## config.mk

```make
export PLATFORM = sky130hd
export DESIGN_NAME = alarm_ctrl
export DESIGN_NICKNAME = d
export VERILOG_FILES = /design/src/rtl/alarm_ctrl.sv
export SDC_FILE = /design/constraint.sdc
export NUM_CORES = 1
export LEC_CHECK = 0
export CAP_MARGIN = 25
export CORE_ASPECT_RATIO = 2
export CORE_MARGIN = 2
export CORE_UTILIZATION = 45
export DETAILED_ROUTE_END_ITERATION = 12
export MAX_ROUTING_LAYER = met4
export PLACE_DENSITY = 0.73
export SLEW_MARGIN = 20
export SYNTH_ARGS = -nofsm -noshare
export SYNTH_HDL_FRONTEND = slang
export SYNTH_SLANG_ARGS = --single-unit
```

## constraint.sdc

```tcl
create_clock -name clk -period 4.8 [get_ports clk]
set_input_delay 0.48 -clock clk [delete_from_list [all_inputs] [get_ports clk]]
set_output_delay 0.48 -clock clk [all_outputs]
set_load 0.02 [all_outputs]
```

## src/rtl/alarm_ctrl.sv

```systemverilog
// ---------------------------------------------------------------------------
// alarm_ctrl
//   Failed-entry supervisor for the 4-bit safe box. Counts consecutive wrong
//   code submissions coming from the password comparator. When the count
//   reaches MAX_FAILS it raises `alarm` for ALARM_TICKS time ticks. A silent
//   lockout of LOCK_TICKS ticks follows, and then it re-arms. `admin_clear`
//   aborts the alarm or lockout at once and clears the failure count.
//
// Parameters
//   MAX_FAILS    consecutive failures that trigger the alarm (1..7)
//   TICK_DIV     clk cycles per time tick (>=2)
//   ALARM_TICKS  ticks `alarm` stays high (>=1)
//   LOCK_TICKS   ticks of silent lockout after the alarm (>=1)
//
// Ports
//   clk          in   system clock
//   rst_n        in   asynchronous, active-low reset
//   check_valid  in   1-cycle strobe: a code was submitted
//   check_ok     in   comparator result, qualified by check_valid
//   admin_clear  in   1-cycle strobe: abort alarm/lockout, clear failures
//   alarm        out  high only while in ALARM
//   locked       out  high in ALARM and LOCKOUT
//   unlock       out  1-cycle pulse: correct code accepted
//   reject       out  1-cycle pulse: submission ignored while locked
//   fail_cnt     out  consecutive failures so far (saturates at MAX_FAILS-1)
//
// All outputs are registered, so a response appears one cycle after the
// edge that samples the inputs.
// ---------------------------------------------------------------------------
module alarm_ctrl #(
  parameter int MAX_FAILS   = 3,
  parameter int TICK_DIV    = 800000,
  parameter int ALARM_TICKS = 5,
  parameter int LOCK_TICKS  = 10
) (
  input  logic       clk,
  input  logic       rst_n,
  input  logic       check_valid,
  input  logic       check_ok,
  input  logic       admin_clear,
  output logic       alarm,
  output logic       locked,
  output logic       unlock,
  output logic       reject,
  output logic [2:0] fail_cnt
);

  // Prescaler counts 0..TICK_DIV-1. The tick counter counts 0..N-1 within
  // the current timed state. Both are cleared at their terminal count, so
  // neither of them can wrap.
  localparam int PW       = $clog2(TICK_DIV);
  localparam int TICK_MAX = (ALARM_TICKS > LOCK_TICKS) ? ALARM_TICKS : LOCK_TICKS;
  localparam int TW       = (TICK_MAX > 1) ? $clog2(TICK_MAX) : 1;

  localparam logic [PW-1:0] PRESC_LAST = PW'(TICK_DIV - 1);
  localparam logic [TW-1:0] ALARM_LAST = TW'(ALARM_TICKS - 1);
  localparam logic [TW-1:0] LOCK_LAST  = TW'(LOCK_TICKS - 1);
  localparam logic [2:0]    FAIL_LAST  = 3'(MAX_FAILS - 1);

  localparam logic [1:0] ST_IDLE    = 2'd0;
  localparam logic [1:0] ST_ALARM   = 2'd1;
  localparam logic [1:0] ST_LOCKOUT = 2'd2;

  logic [1:0]    state_reg, state_next;
  logic [PW-1:0] presc_reg, presc_next;
  logic [TW-1:0] tick_cnt_reg, tick_cnt_next;
  logic [2:0]    fail_cnt_reg, fail_cnt_next;
  logic          alarm_reg, alarm_next;
  logic          locked_reg, locked_next;
  logic          unlock_reg, unlock_next;
  logic          reject_reg, reject_next;

  logic tick;
  logic phase_last;

  assign tick       = (presc_reg == PRESC_LAST);
  // This is the last tick of the timed state we are in. It is only
  // meaningful in ALARM or LOCKOUT.
  assign phase_last = (state_reg == ST_ALARM) ? (tick_cnt_reg == ALARM_LAST)
                                              : (tick_cnt_reg == LOCK_LAST);

  always_comb begin
    state_next    = state_reg;
    presc_next    = presc_reg;
    tick_cnt_next = tick_cnt_reg;
    fail_cnt_next = fail_cnt_reg;
    unlock_next   = 1'b0;
    reject_next   = 1'b0;

    if (admin_clear) begin
      // admin_clear outranks any submission in the same cycle. Because
      // unlock_next and reject_next stay at their defaults, neither pulse
      // is produced.
      state_next    = ST_IDLE;
      presc_next    = '0;
      tick_cnt_next = '0;
      fail_cnt_next = '0;
    end else begin
      case (state_reg)
        ST_IDLE: begin
          presc_next    = '0;
          tick_cnt_next = '0;
          if (check_valid) begin
            if (check_ok) begin
              unlock_next   = 1'b1;
              fail_cnt_next = '0;
            end else if (fail_cnt_reg >= FAIL_LAST) begin
              // This failure reaches MAX_FAILS. The count restarts from 0
              // for the next round once the alarm/lockout cycle is over.
              state_next    = ST_ALARM;
              fail_cnt_next = '0;
            end else begin
              fail_cnt_next = fail_cnt_reg + 3'd1;
            end
          end
        end

        ST_ALARM, ST_LOCKOUT: begin
          // A submission made while locked is only acknowledged. It does not
          // touch fail_cnt or the timers.
          reject_next = check_valid;
          if (tick) begin
            presc_next = '0;
            if (phase_last) begin
              state_next    = (state_reg == ST_ALARM) ? ST_LOCKOUT : ST_IDLE;
              tick_cnt_next = '0;
            end else begin
              tick_cnt_next = tick_cnt_reg + TW'(1);
            end
          end else begin
            presc_next = presc_reg + PW'(1);
          end
        end

        default: begin
          state_next    = ST_IDLE;
          presc_next    = '0;
          tick_cnt_next = '0;
          fail_cnt_next = '0;
        end
      endcase
    end
  end

  // The level outputs are decoded from the next state. They are therefore
  // registered alongside state_reg and never glitch.
  always_comb begin
    alarm_next  = (state_next == ST_ALARM);
    locked_next = (state_next == ST_ALARM) || (state_next == ST_LOCKOUT);
  end

  always_ff @(posedge clk or negedge rst_n) begin
    if (!rst_n) begin
      state_reg    <= ST_IDLE;
      presc_reg    <= '0;
      tick_cnt_reg <= '0;
      fail_cnt_reg <= '0;
      alarm_reg    <= 1'b0;
      locked_reg   <= 1'b0;
      unlock_reg   <= 1'b0;
      reject_reg   <= 1'b0;
    end else begin
      state_reg    <= state_next;
      presc_reg    <= presc_next;
      tick_cnt_reg <= tick_cnt_next;
      fail_cnt_reg <= fail_cnt_next;
      alarm_reg    <= alarm_next;
      locked_reg   <= locked_next;
      unlock_reg   <= unlock_next;
      reject_reg   <= reject_next;
    end
  end

  assign alarm    = alarm_reg;
  assign locked   = locked_reg;
  assign unlock   = unlock_reg;
  assign reject   = reject_reg;
  assign fail_cnt = fail_cnt_reg;

endmodule

```

# After elaboration in Yosys (flattened, before gate mapping)
# Cells that the tools add are included.
# totals
reg_bits	33
out_inout_bits	7
word_cells	53
# classes
add_sub_neg	3
n_lt_le_gt_ge	1
eq_ne	10
n_mux	27
reduce_logical	4
# op_table
cell	count
$mux W20	3
$add A20 B1 Y20 const B	1
$eq A20 B20 Y1 const B	1
$mux W4	4
$mux W2	7
$mux W3	4
$mux W1	7
$ne A3 B3 Y1 const B	2
$pmux W3 S2	1
$add A4 B1 Y4 const B	1
$eq A2 B1 Y1 const B	2
$eq A2 B2 Y1 const B	2
$eq A4 B3 Y1 const B	1
$eq A4 B4 Y1 const B	1
$pmux W2 S2	1
$add A3 B1 Y3 const B	1
$ge A3 B2 Y1 const B	1
$logic_not A2 Y1	1
$ne A2 B2 Y1 const B	1
$reduce_and A2 Y1	1
$reduce_or A2 Y1	1
$logic_or A1 B1 Y1	1

# Longest topological paths before layout
# Gate-level depths: netlist of run 1.
# logic_depth
ltp_word	8
ltp_mapped	9
mapped_depth_nobuf	8

# Worst setup path after synthesis of run 1
# OpenSTA, ideal clock, no wires.
# synth_timing
path_kind	reg2reg
startpoint	register state_reg[1]
endpoint	register locked_reg, in the netlist locked
setup_ns	0.113
arrival_ns	1.869
slack_ns	2.818
stages_incl_launch_ff	9
path_buffers	0
synth_period_minus_slack_ns	1.982
cell_sequence	dfrtp_1 > inv_1 > ha_1 > or4bb_1 > a21o_1 > o311ai_1 > a21boi_1 > ha_1 > inv_1
# synth_between
elab_chain_cells	8
word_cells_on_any_way	16
classes_between	eq/ne: 4; mux: 9; reduce/logical: 3
# synth_lines
item	line	source
from (decl)	64	logic [1:0] state_reg, state_next;
from (signal assigned)	163	state_reg <= state_next;
$eq A2 B1 Y1	79, 99	
$mux W1	79	assign phase_last = (state_reg == ST_ALARM) ? (tick_cnt_reg == ALARM_LAST)
$mux W2	124	if (phase_last) begin
$mux W2	122	if (tick) begin
$pmux W2 S2 *	99	case (state_reg)
$mux W2 *	90	if (admin_clear) begin
named net state_next[0]	64	
$eq A2 B1 Y1 or $eq A2 B2 Y1 (tied branches)	149	locked_next = (state_next == ST_ALARM) || (state_next == ST_LOCKOUT);
$logic_or A1 B1 Y1 *	149	
named net locked_next	69	logic locked_reg, locked_next;
to (signal assigned)	168	locked_reg <= locked_next;
to (decl)	69	
# Mark *: on every way through the listed nets, which the timed path passes. The rest lies on a longest branch.
# A chain may end at the register's enable or synchronous reset.

# Final worst setup path of run 1
# layout_timing
startpoint	register presc_reg[0]
endpoint	register presc_reg[2]
# layout_between
elab_chain_cells	4
word_cells_on_any_way	5
classes_between	add/sub: 1; eq/ne: 1; mux: 3
# layout_lines
item	line	source
from (decl)	65	logic [PW-1:0] presc_reg, presc_next;
from (signal assigned)	164	presc_reg <= presc_next;
$add A20 B1 Y20 or $eq A20 B20 Y1 (tied branches)	131, 76	
$mux W20 *	122	
$mux W20 *	99	
$mux W20 *	90	
named net presc_next[2]	65	
# Marked as above.

==> results of run 1 <==
==> kinds of logic after synthesis <==
logic type / after synthesis / synth area share
and+or+nand+nor: 78 / 0.271
AOI/OAI and AO/OA: 37 / 0.134
DFF: 33 / 0.459
buffers and inverters: 12 / 0.0271
xor gates and xnor gates: 11 / 0.0536
adders and majority gates: 8 / 0.0557
==> metrics by stage <==
step / setup slack (ps) / utilization
final: 2650 / 0.533
after global routing: 2430 / 0.533
after detailed placement: 2620 / 0.510
after CTS: 2620 / 0.533
after global placement: 2730 / 0.510
after floorplan: 2820 / -
==> critical path, delay by kind of cell, from the launching register on <==
| family | cells | cell delay [ps] |
|---|---|---|
| DFF | 1 | 410 |
| adders and majority gates | 1 | 210 |
| and+or+nand+nor | 3 | 700 |
| AOI/OAI and AO/OA | 1 | 690 |
==> routing by layer <==
metal  up-vias  share of wire  global-route usage  routed length, um
met3        13          0.024              0.0240                 90
li1        687              -                   -                  -
met2        24           0.58               0.381               2220
met1       721           0.36               0.168               1370
met4         0          0.039               0.140                150
met5         -              0                   -                  0
==> worst paths after layout <==
kind,from,endpoint,slack (ps),depth (start not counted)
max,presc_reg[0],presc_reg[2],2650,5
min,presc_reg[0],presc_reg[0],510,1
max reg2reg,presc_reg[0],presc_reg[2],2650,5
min reg2reg,presc_reg[0],presc_reg[0],510,1
max in group asynchronous,rst_n,presc_reg[17],3900,2
min in group asynchronous,rst_n,reject,600,2
==> area by class of cell <==
type                            count  area, um^2
Fill cell                         376        1800
Multi-Input combinational cell    134         923
Sequential cell                    33         826
Timing Repair Buffer               12         118
Clock buffer                        5        68.8
Tap cell                           51        63.8
Inverter                            8        30.0
Clock inverter                      3        17.5
==> power by group through the flow <==
stage / Clock [mW] / Sequential (mW) / Combinational, mW
3_3_place_gp: 0 / 0.289 / 0.0300
2_1_floorplan: 0 / 0.292 / 0.00959
4_1_cts: 0.208 / 0.284 / 0.0313
5_1_grt: 0.218 / 0.284 / 0.0343
6_report: 0.202 / 0.284 / 0.0303
3_5_place_dp: 0 / 0.289 / 0.0311
==> placed cells by master (no fill, tap or decap), types with 3 or more instances in the layout <==
master           synthesis  routed
o21ai_0                 10      10
a21oi_1                 11      11
xor2_1                   7       7
o31ai_1                  4       4
ha_1                     8       8
dfrtp_1                 33      33
clkdlybuf4s50_1          0      11
inv_1                    8       8
clkbuf_8                 0       5
nand4_1                  5       5
nand2b_1                 3       3
nand2_1                  9       9
and3_1                   5       5
or3_1                    3       3
xnor2_1                  4       4
nand3_2                  3       3
nand3_1                 10      10
nor2_1                  17      17
or4_1                    5       5
o211ai_1                 3       3
==> metrics.txt, run 1 <==
worst endpoint required time slightly below 5000 ps; status finished, final reports clean; Max-Slew Margin vs Limit 0.477; initial core utilization 0.468; Via density 5.87; combinational share of power 0.059; post-synth top area share 0.459; total track usage 0.198; antenna-violating nets left 0; area post-placement slightly below 0.002 mm^2; most common cell in the netlist dfrtp_1; setup bufs post-CTS 0; count of final setup violators 0; placed insts 238; CTS clk-pin slew, worst paths 70 ps; Routed WL 3.83 mm; PortBufs 11; fmax about 470 MHz; Pwr Density 252 mW/mm^2; CTS H-tree depth 2; Syn Nets 192; max reg flops 20; cts bufs inserted 5; std cell rows 32; share of cells above drive strength 1 0.108; # resized after CTS 0; fin crit period about 2100 ps; HP Class flop to flop; register bit total from synthesis 33; critical path class flop to flop; area leader, netlist dfrtp_1; CP max stage delay 690 ps; Crit. End Element flop; Avg Cell Area, Syn 10.0 um^2; CTS root buffer clkbuf_8; drt initial violations 27; synth unique cells 44; Max rail drop VDD 187 uV; worst path cell trace ha_1 > and3_1 > nand3_2 > o21ai_2 > nor2_1; Final Max Tran Viols 0; maxcap violations 0; Syn Inst Count 179; hold buffer count at cts 0; total gr overflow 0; post-layout instance area 0.00205 mm^2; Die W ~49 um; Post-Syn Area roughly 0.0018 mm^2; die area between 0.004 and 0.005 mm^2; post-DP HPWL around 2.9 mm; DRC errors left 0; buffers from clock root to sink, at most 2; Post-synth EDFFs 0; clock network power share 0.391; RSZ-0062 raised after global routing no; routability cong. 0.799; Sequential Power Share 0.550; drt pass-1 iters 4; Finished Layout Cells 246; largest net degree at the start of global routing 34; NetSw 0.123 mW; Crit path arrival time 2280 ps; Hold Vio Cnt, Final 0; first-pass GRT wire length 6.72 mm; number of global-route vias before repair about 1600; slowest CP cell o21ai_2; Leak 0.821 nW; clk sink count 33; I/O Pins 12; Core Footprint approximately 0.0038 mm^2; vias between 1000 and 1500; sw frac 0.238; final net count 207; fraction of registers with async set/reset 1.00; top cells by area, synth dfrtp_1, ha_1, nor2_1; antenna cell count 0; Commonest cells post-synth dfrtp_1, nor2_1, a21oi_1; die height 93.4 um; Tightest Pin Transition 785 ps; Seq/Total Area, Yosys 0.459; final worst path period share 0.448; Setup TNS Final 0 ps; initial antenna violation count 0; Ys Warns 0; post-DR wirelength/cell 15.6 um; hold_ws 511 ps; skew final 7.90 ps; Main synth FF type dfrtp_1; Tot Pwr 0.516 mW; critical path fanouts, max 19; Startpoint Class flop; P_int a little under 0.4 mW; CTS tree built; Clock Latency Late Sink 290 ps; Syn-to-layout area delta 13.8%
Note: power is estimated with default switching activity, not from simulation.
==> run 2, diff against run 1 <==
==> constraint.sdc (replaced) <==
create_clock -name clk -period 2 [get_ports clk]
set_input_delay 0.2 -clock clk [delete_from_list [all_inputs] [get_ports clk]]
set_output_delay 0.2 -clock clk [all_outputs]
set_load 0.02 [all_outputs]
==> run 2 against run 1 <==
Effect of this change:
- hold slack lost 190 ps
- die area unchanged
- the run now ends with negative setup slack left
- critical endpoint is now locked
- first-iteration DRC count increased by 56%
- flip-flop and latch count stayed put
==> metrics.txt, run 2 (synthesis gave the netlist of run 1 again) <==
CTS H-tree depth 2 (unchanged); CTS tree built; Max rail drop VDD 411 uV (+120%); fillcell total 354 (-5.9%); initial core utilization 0.468 (unchanged); die height 93.4 um (unchanged); count of final setup violators 1 (+1); vias 1503 (+4.0%); Crit. End Element flop; Final Max Tran Viols 0 (unchanged); number of global-route vias before repair 1635 (+0.99%); CP Buf/Inv Count 2 (+2); Syn-to-layout area delta 23.7%; total gr overflow 0 (unchanged); flop2flop setup slack -50 ps (-2700 ps); initial antenna violation count 0 (unchanged); I/O Pins 12 (unchanged); final net count 225 (+8.7%); Max-Slew Margin vs Limit 0.661 (+0.184); PortBufs 11 (unchanged); Die W 48.7 um (unchanged); Reg-to-Reg End locked; fin worst setup slack -49.8 ps (-2700 ps); register area 826 um^2 (unchanged); post-DP HPWL 3.08 mm (+7.0%); Clock Latency Late Sink 290 ps (about the same); worst path cell trace inv_2 > ha_4 > or4bb_4 > a21o_1 > o311ai_1 > a21boi_1 > ha_1 > inv_1; CP max stage delay 460 ps (-230 ps); antenna cell count 0 (unchanged); critical path class flop to flop; RSZ-0062 raised after global routing yes; share of cells above drive strength 1 0.207 (+0.0989); Setup TNS Final -49.8 ps (-49.8 ps); HP Class input port to async pin; critical path fanouts, max 3 (-16); Hold Vio Cnt, Final 0 (unchanged); post-DR wirelength/cell 15.7 um (+0.97%); final worst path period share 1.02 (+0.577); Via density 5.69 (-3.1%); commonest non-fill, non-tap cell in the layout dfrtp_1; status finished with violations; Startpoint Class flop; routability cong. 0.786 (-1.7%); RR Startpoint state_reg[1]; DRC errors left 0 (unchanged); Finished Layout Cells 264 (+7.3%); CTS clk-pin slew, worst paths 70 ps (about the same); final core utilization 0.579 (+0.0462); violated checks negative setup slack; Leak 0.925 nW (+13%); worst endpoint required time 2180 ps (-2760 ps); Pwr Density 562 mW/mm^2 (+120%); pre-CTS setup slack -62.8 ps (-2680 ps); Crit path arrival time 2230 ps (-50 ps); Routed WL 4.15 mm (+8.4%); fin crit period 2050 ps (-98.5 ps); Tightest Pin Transition 507 ps (-278 ps); clk sink count 33 (unchanged); antenna-violating nets left 0 (unchanged); buffers from clock root to sink, at most 2 (unchanged); placed insts 255 (+7.1%); cts bufs inserted 5 (unchanged); skew final 6.46 ps (-1.44 ps); max reg flops 20 (unchanged); slowest CP cell or4bb_4; CTS root buffer clkbuf_8; R2R cell count 8 (+3); drt pass-1 iters 4 (unchanged); delay-heaviest family, CP compound AO/OA/AOI/OAI gates; first-pass GRT wire length 7.07 mm (+5.2%); maxcap violations 0 (unchanged); hold buffer count at cts 0 (unchanged); fmax 488 MHz (+4.8%); total track usage 0.207 (+0.00962); most frequent cells in the layout dfrtp_1, buf_4, nor2_1; multi-input logic area 966 um^2 (+4.6%); Core Footprint 0.00384 mm^2 (unchanged); largest net degree at the start of global routing 34 (unchanged); std cell rows 32 (unchanged); drt initial violations 42 (+56%); die area 0.00455 mm^2 (unchanged)
-- run 2: what timing repair did --
| action | 4_1_cts | 5_1_grt |
|---|---|---|
| gates resized for setup | 4 | 5 |
| setup endpoints to repair | 19 | 22 |
| endpoints found under the hold margin | 0 | 0 |
| pin swaps | 4 | 2 |
| buffers inserted | 1 | 0 |
-- run 2: routing by layer --
metal | vias to the layer above | GRT usage | share of wire | wire, um
met5 | - | - | 0 | 0
met4 | 0 | 0.110 | 0.040 | 167
met3 | 15 | 0.0351 | 0.029 | 121
met2 | 33 | 0.392 | 0.57 | 2370
met1 | 735 | 0.194 | 0.36 | 1490
li1 | 720 | - | - | -
-- run 2: worst max-delay path by stage --
stage	start	to	slack, ps	cells past startpoint
CTS	state_reg[1]	locked	-80	8
global route	state_reg[1]	locked	-90	8
detailed placement	presc_reg[1]	presc_reg[5]	-60	5
global placement	state_reg[1]	locked	20	8
floorplan	state_reg[1]	locked	20	8
finish	state_reg[1]	locked	-50	8
-- run 2: area by class of cell --
class / instances / area share
Sequential cell: 33 / 0.371
Inverter: 8 / 0.0135
Multi-Input combinational cell: 134 / 0.434
Clock inverter: 3 / 0.00787
Clock buffer: 5 / 0.0309
Timing Repair Buffer: 30 / 0.114
Tap cell: 51 / 0.0287
-- run 2: metrics by stage --
step | hold WS (ps) | power, mW | instance area, um^2
floorplan | -95.6 | 0.724 | 1800
global placement | 514 | 0.775 | 2090
detailed placement | 504 | 0.778 | 2090
CTS | 336 | 1.27 | 2200
global route | 366 | 1.30 | 2220
finish | 323 | 1.25 | 2220
-- run 2: report_power, final --
part / switching (mW) / internal, mW
logic: 0.0490 / 0.0379
clock network: 0.247 / 0.240
registers: 0.00352 / 0.674
total: 0.299 / 0.952
